[config.mk]
export PLATFORM = sky130hd
export DESIGN_NAME = srcnt_deser
export DESIGN_NICKNAME = d
export VERILOG_FILES = /design/src/rtl/srcnt_deser.sv
export SDC_FILE = /design/constraint.sdc
export NUM_CORES = 1
export LEC_CHECK = 0
export CORE_MARGIN = 3
export CORE_UTILIZATION = 49
export DETAILED_ROUTE_END_ITERATION = 12
export GPL_ROUTABILITY_DRIVEN = 0
export GPL_TIMING_DRIVEN = 0
export PLACE_DENSITY = 0.76
export SLEW_MARGIN = 25
export SYNTH_ARGS = -nofsm -noshare
export SYNTH_HDL_FRONTEND = slang
export SYNTH_SLANG_ARGS = --single-unit
[constraint.sdc]
create_clock -name clkin -period 1.95 [get_ports clkin]
set_clock_uncertainty 0.15 [all_clocks]
set_input_delay 0.2925 -clock clkin [delete_from_list [all_inputs] [get_ports clkin]]
set_output_delay 0.2925 -clock clkin [all_outputs]
set_load 0.01 [all_outputs]
[src/rtl/srcnt_deser.sv]
`timescale 1ns/1ps
`default_nettype none
// ============================================================================
// srcnt_deser : gathers synchronised srcnt bit strobes into WIDTH-bit words,
//               flags words with unknown bits, queues them for a ready/valid host.
// Revision    : 1.0
// ============================================================================
module srcnt_deser #(
  parameter int WIDTH     = 8,
  parameter int DEPTH     = 2,
  parameter int MSB_FIRST = 0,
  parameter int TIMEOUT   = 16
) (
  input  logic                       clkin,
  input  logic                       rst,
  input  logic                       bit_valid,
  input  logic                       bit_data,
  input  logic                       flush,
  input  logic                       ovf_clr,
  output logic [WIDTH-1:0]           word_out,
  output logic                       word_err,
  output logic                       word_valid,
  input  logic                       word_ready,
  output logic [$clog2(WIDTH):0]     bit_cnt,
  output logic [$clog2(DEPTH):0]     fifo_level,
  output logic                       overflow,
  output logic                       frag_err
);

  localparam int c_cnt_w  = $clog2(WIDTH) + 1;
  localparam int c_idx_w  = (WIDTH > 1) ? $clog2(WIDTH) : 1;
  localparam int c_ptr_w  = $clog2(DEPTH);
  localparam int c_lvl_w  = $clog2(DEPTH) + 1;
  localparam int c_idle_w = $clog2(TIMEOUT + 1);

  typedef enum logic [0:0] {
    S_IDLE    = 1'b0,
    S_COLLECT = 1'b1
  } state_e;

  state_e               state_q, state_d;
  logic [WIDTH-1:0]     sr_q, sr_d;
  logic                 err_q, err_d;
  logic [c_cnt_w-1:0]   bit_cnt_q, bit_cnt_d;
  logic [c_idle_w-1:0]  idle_q, idle_d;
  logic                 frag_q, frag_d;

  logic                 w_push_req;
  logic [WIDTH-1:0]     w_push_word;
  logic                 w_push_err;
  logic                 w_bit_x;
  logic                 w_bit_val;
  logic                 w_err_acc;
  logic [c_idx_w-1:0]   w_pos;

  // Anything other than a clean 0/1 (X or Z) marks the word as corrupt.
  assign w_bit_x   = (bit_data !== 1'b0) && (bit_data !== 1'b1);
  assign w_bit_val = (bit_data === 1'b1);

  generate
    if (MSB_FIRST != 0) begin : g_msb_first
      assign w_pos = c_idx_w'(WIDTH - 1) - bit_cnt_q[c_idx_w-1:0];
    end else begin : g_lsb_first
      assign w_pos = bit_cnt_q[c_idx_w-1:0];
    end
  endgenerate

  always_comb begin
    state_d     = state_q;
    sr_d        = sr_q;
    err_d       = err_q;
    bit_cnt_d   = bit_cnt_q;
    idle_d      = '0;
    frag_d      = 1'b0;
    w_push_req  = 1'b0;
    w_push_word = '0;
    w_push_err  = 1'b0;
    w_err_acc   = 1'b0;

    if (flush) begin
      state_d   = S_IDLE;
      bit_cnt_d = '0;
      err_d     = 1'b0;
    end else if (bit_valid) begin
      if (state_q == S_IDLE) begin
        sr_d      = '0;
        w_err_acc = w_bit_x;
      end else begin
        w_err_acc = err_q | w_bit_x;
      end
      sr_d[w_pos] = w_bit_val;
      if (bit_cnt_q == c_cnt_w'(WIDTH - 1)) begin
        w_push_req  = 1'b1;
        w_push_word = sr_d;
        w_push_err  = w_err_acc;
        err_d       = 1'b0;
        bit_cnt_d   = '0;
        state_d     = S_IDLE;
      end else begin
        err_d     = w_err_acc;
        bit_cnt_d = bit_cnt_q + 1'b1;
        state_d   = S_COLLECT;
      end
    end else if (state_q == S_COLLECT) begin
      if (idle_q == c_idle_w'(TIMEOUT - 1)) begin
        state_d   = S_IDLE;
        bit_cnt_d = '0;
        err_d     = 1'b0;
        frag_d    = 1'b1;
      end else begin
        idle_d = idle_q + 1'b1;
      end
    end
  end

  always_ff @(posedge clkin or posedge rst) begin
    if (rst) begin
      state_q   <= S_IDLE;
      sr_q      <= '0;
      err_q     <= 1'b0;
      bit_cnt_q <= '0;
      idle_q    <= '0;
      frag_q    <= 1'b0;
    end else begin
      state_q   <= state_d;
      sr_q      <= sr_d;
      err_q     <= err_d;
      bit_cnt_q <= bit_cnt_d;
      idle_q    <= idle_d;
      frag_q    <= frag_d;
    end
  end

  // Output FIFO: first-word fall-through, pointers wrap on their natural width.
  logic [WIDTH-1:0]   mem_word [DEPTH];
  logic [DEPTH-1:0]   mem_err;
  logic [c_ptr_w-1:0] wr_ptr_q, rd_ptr_q;
  logic [c_lvl_w-1:0] level_q;
  logic               ovf_q;

  logic w_full;
  logic w_nonempty;
  logic w_pop;
  logic w_push;

  assign w_nonempty = (level_q != '0);
  assign w_full     = (level_q == c_lvl_w'(DEPTH));
  assign w_pop      = w_nonempty & word_ready;
  assign w_push     = w_push_req & (~w_full | w_pop);

  always_ff @(posedge clkin) begin
    if (w_push) begin
      mem_word[wr_ptr_q] <= w_push_word;
      mem_err[wr_ptr_q]  <= w_push_err;
    end
  end

  always_ff @(posedge clkin or posedge rst) begin
    if (rst) begin
      wr_ptr_q <= '0;
      rd_ptr_q <= '0;
      level_q  <= '0;
      ovf_q    <= 1'b0;
    end else begin
      if (w_push) wr_ptr_q <= wr_ptr_q + 1'b1;
      if (w_pop)  rd_ptr_q <= rd_ptr_q + 1'b1;
      case ({w_push, w_pop})
        2'b10:   level_q <= level_q + 1'b1;
        2'b01:   level_q <= level_q - 1'b1;
        default: level_q <= level_q;
      endcase
      if (w_push_req & w_full & ~w_pop) ovf_q <= 1'b1;
      else if (ovf_clr)                 ovf_q <= 1'b0;
    end
  end

  assign word_valid = w_nonempty;
  assign word_out   = w_nonempty ? mem_word[rd_ptr_q] : '0;
  assign word_err   = w_nonempty & mem_err[rd_ptr_q];
  assign bit_cnt    = bit_cnt_q;
  assign fifo_level = level_q;
  assign overflow   = ovf_q;
  assign frag_err   = frag_q;

endmodule
`default_nettype wire

==> flow_metrics.tcl <==
set metrics [dict create \
    status "complete, no violations" \
    end_kind "flop" \
    cts_tree "done" \
    clock_sinks 43 \
    grt_util_met2 0.266 \
    yosysUniqueCellTypes 37 \
    io_buffers 23 \
    p_total_uw 2300 \
    ant_nets 0 \
    synth_area_per_cell_um2 10.8 \
    power.switching_uw 683 \
    fin_crit_ns 1.88 \
    synthesis.nets 201 \
    grt_pass1_wl_um 6720 \
    ys_ff_latch 43 \
    p_leak_uw 0.00107 \
    ys_warn_count 0 \
    netlist_area_mm2 0.00207 \
    die_y_um 71.0 \
    synth_async_sr_flop_share 0.581 \
    slowest_stage "dfrtp_2" \
    ir_drop_uv 480 \
    rsz0062_at_grt "no" \
    grt_overflow 0 \
    setup_tns_ns 0 \
    p_per_area_mw_per_mm2 899 \
    hold_path_class "in2reg" \
    slew_viol_final 0 \
    p_sw_frac 0.297 \
    path_clk_slew_ns 0.08 \
    antenna_found_initial 0 \
    drc_errors 0 \
    core-area_mm2 0.00385 \
    power.share.combinational 0.326 \
    worst_pin_slew_ns 0.880 \
    crit_required_ns 2.02 \
    start_util 0.536 \
    grt_max_degree 26 \
    area_delta_synth_final_pct 23.7 \
    worstPathCellList "buf_4 -> nor3b_2 -> nor3_4 -> inv_1 -> ha_1 -> nor2_1 -> xor2_1" \
    seqPwrFrac 0.446 \
    antenna_cells 0 \
    crit_arrival_ns 1.95 \
    p_int_uw 1620 \
    cts_buffers 5 \
    dr.first_iter.drc_count 81 \
    slew_headroom 0.410 \
    grt_usage 0.169 \
    crit_path_max_fanout 4 \
    root_buffer "clkbuf_8" \
    die_area_mm2 0.00503 \
    timing.final.hold_violations 0 \
    synth_edf_count 18 \
    slowest_delay_ns 0.43 \
    syn_inst 191 \
    synthFlopType "dfrtp_1" \
    htreeDepth 2 \
    worst_skew_pair.late_latency_ns 0.30 \
    drive_above_1_share 0.158 \
    pin_count 25 \
    seq_area_frac_synth 0.564 \
    avgRoutedWirePerCell_um 14.0 \
    clock_path_buffers 2 \
    drt_first_pass_iters 4 \
    p_clk_frac 0.228 \
    drv_cap 0 \
    num_vias 1500 \
    via_per_inst 5.43 \
    fin_crit_sh 0.962 \
    die_w_um 71.0 \
    final_nets 237 \
    worstSetupPathType "reg2reg" \
    rows 22 \
    grt_pass1_vias 1419 \
    routed_wirelength_um 3870 \
    setup_violations 0 \
    met1_usage 0.222 \
    max_freq_mhz 533 \
    dp_hpwl_um 2660 \
    met3_usage 0.0455 \
    top_usage_layer "met2" \
    setup.worst_path.start_class "flop" \
]
-- cell families (layout without fill, tap and decap cells) --
| family | Yosys count | in the layout | synth area share |
|---|---|---|---|
| buf+inv | 25 | 62 | 0.0521 |
| xor+xnor | 7 | 7 | 0.0297 |
| mux | 12 | 12 | 0.0581 |
| compound gates | 30 | 30 | 0.0823 |
| simple gates | 71 | 71 | 0.196 |
| fa+ha+maj | 3 | 3 | 0.0182 |
| flops | 43 | 43 | 0.564 |
-- Yosys cell counts (5+ instances only) --
cell type	count	area [um^2]
edfxtp_1	18	541
inv_1	15	56.3
nand2_1	7	26.3
dfrtp_1	25	626
buf_2	5	25.0
o22ai_1	9	56.3
nor2_1	22	82.6
a21oi_1	16	80.1
nand3_1	12	60.1
mux2i_1	12	120
-- through the flow --
| stage | std cells | worst slack, ns | hold slack [ns] | util | cell area [um^2] |
|---|---|---|---|---|---|
| 4_1_cts | 275 | 0.0215 | 0.321 | 0.661 | 2550 |
| 3_3_place_gp | 262 | -0.413 | 0.295 | 0.618 | 2380 |
| 6_report | 276 | 0.0736 | 0.103 | 0.664 | 2560 |
| 3_5_place_dp | 262 | -0.445 | 0.314 | 0.618 | 2380 |
| 5_1_grt | 276 | 0.00987 | 0.118 | 0.664 | 2560 |
| 2_1_floorplan | 191 | 0.0172 | 0.170 | - | 2090 |
-- area by class of cell --
class / count / area (um^2)
Buffer: 10 / 68.8
Tap cell: 48 / 60.1
Inverter: 15 / 56.3
Multi-Input combinational cell: 123 / 843
Clock inverter: 2 / 8.76
Fill cell: 314 / 1300
Clock buffer: 6 / 72.6
Timing Repair Buffer: 29 / 277
Sequential cell: 43 / 1170
-- state kept, by name, summed over array words and instances (netlist names) --
signal      flops
bit_cnt         4
err_q           1
fifo_level      2
frag_err        1
idle_q          5
mem_err         2
mem_word       16
overflow        1
rd_ptr_q        1
sr_q            8
state_q         1
wr_ptr_q        1
-- critical path: cells and delay by family, from the launching register on --
family / cells / cell delay, ns
XOR/XNOR: 1 / 0.17
adder cells (fa/ha/maj): 1 / 0.25
buffers and inverters: 2 / 0.22
flip-flops: 1 / 0.43
AND/OR/NAND/NOR: 3 / 0.58
-- cell usage in the layout, fill, tap and decap left out, drive strengths merged, types with 2 or more instances in the layout --
cell type | synthesis | routed
or3b | 4 | 4
nand2 | 7 | 7
nor2 | 22 | 22
dlygate4sd2 | 0 | 11
mux2i | 12 | 12
clkinv | 0 | 3
nand3 | 13 | 13
and2 | 3 | 3
o22ai | 9 | 9
dfrtp | 25 | 25
o21ai | 2 | 2
ha | 3 | 3
xnor2 | 3 | 3
nand3b | 5 | 5
a21oi | 16 | 16
clkdlybuf4s50 | 0 | 11
xor2 | 4 | 4
clkbuf | 4 | 10
nor3 | 2 | 2
or2 | 2 | 2
nand4b | 4 | 4
buf | 6 | 12
nor2b | 2 | 2
inv | 15 | 14
edfxtp | 18 | 18
-- per-layer routing --
layer	wire [um]	vias to the layer above
li1	-	743
met1	1690	705
met5	0	-
met2	1890	43
met4	74	0
met3	211	9
-- repair_timing --
action,4_1_cts,5_1_grt
endpoints found under the hold margin,0,0
setup buffers,5,1
setup endpoints to repair,29,10
resized for setup,23,2
pin swaps,1,0
hold buffers,0,0
gates cloned,0,0
-- worst paths after layout --
path,slack (ns),start,endpoint,cells after the start
setup / recovery,0.07,fifo_level[0],fifo_level[1],7
hold / removal,0.10,flush,bit_cnt[1],2
setup reg to reg,0.07,fifo_level[0],fifo_level[1],7
hold reg to reg,0.32,idle_q[0],idle_q[0],1
max in group asynchronous,0.96,rst,bit_cnt[0],2
min in group asynchronous,0.23,rst,idle_q[2],2
-- power groups by stage --
| stage | combinational (uW) | clock (uW) | sequential [uW] |
|---|---|---|---|
| final | 751 | 523 | 1030 |
| after global routing | 822 | 585 | 1030 |
| after CTS | 750 | 531 | 1020 |
| after detailed placement | 703 | 0 | 1060 |
| after global placement | 689 | 0 | 1050 |
| after floorplan | 391 | 0 | 1060 |
Note: power is estimated with default switching activity, not from simulation.
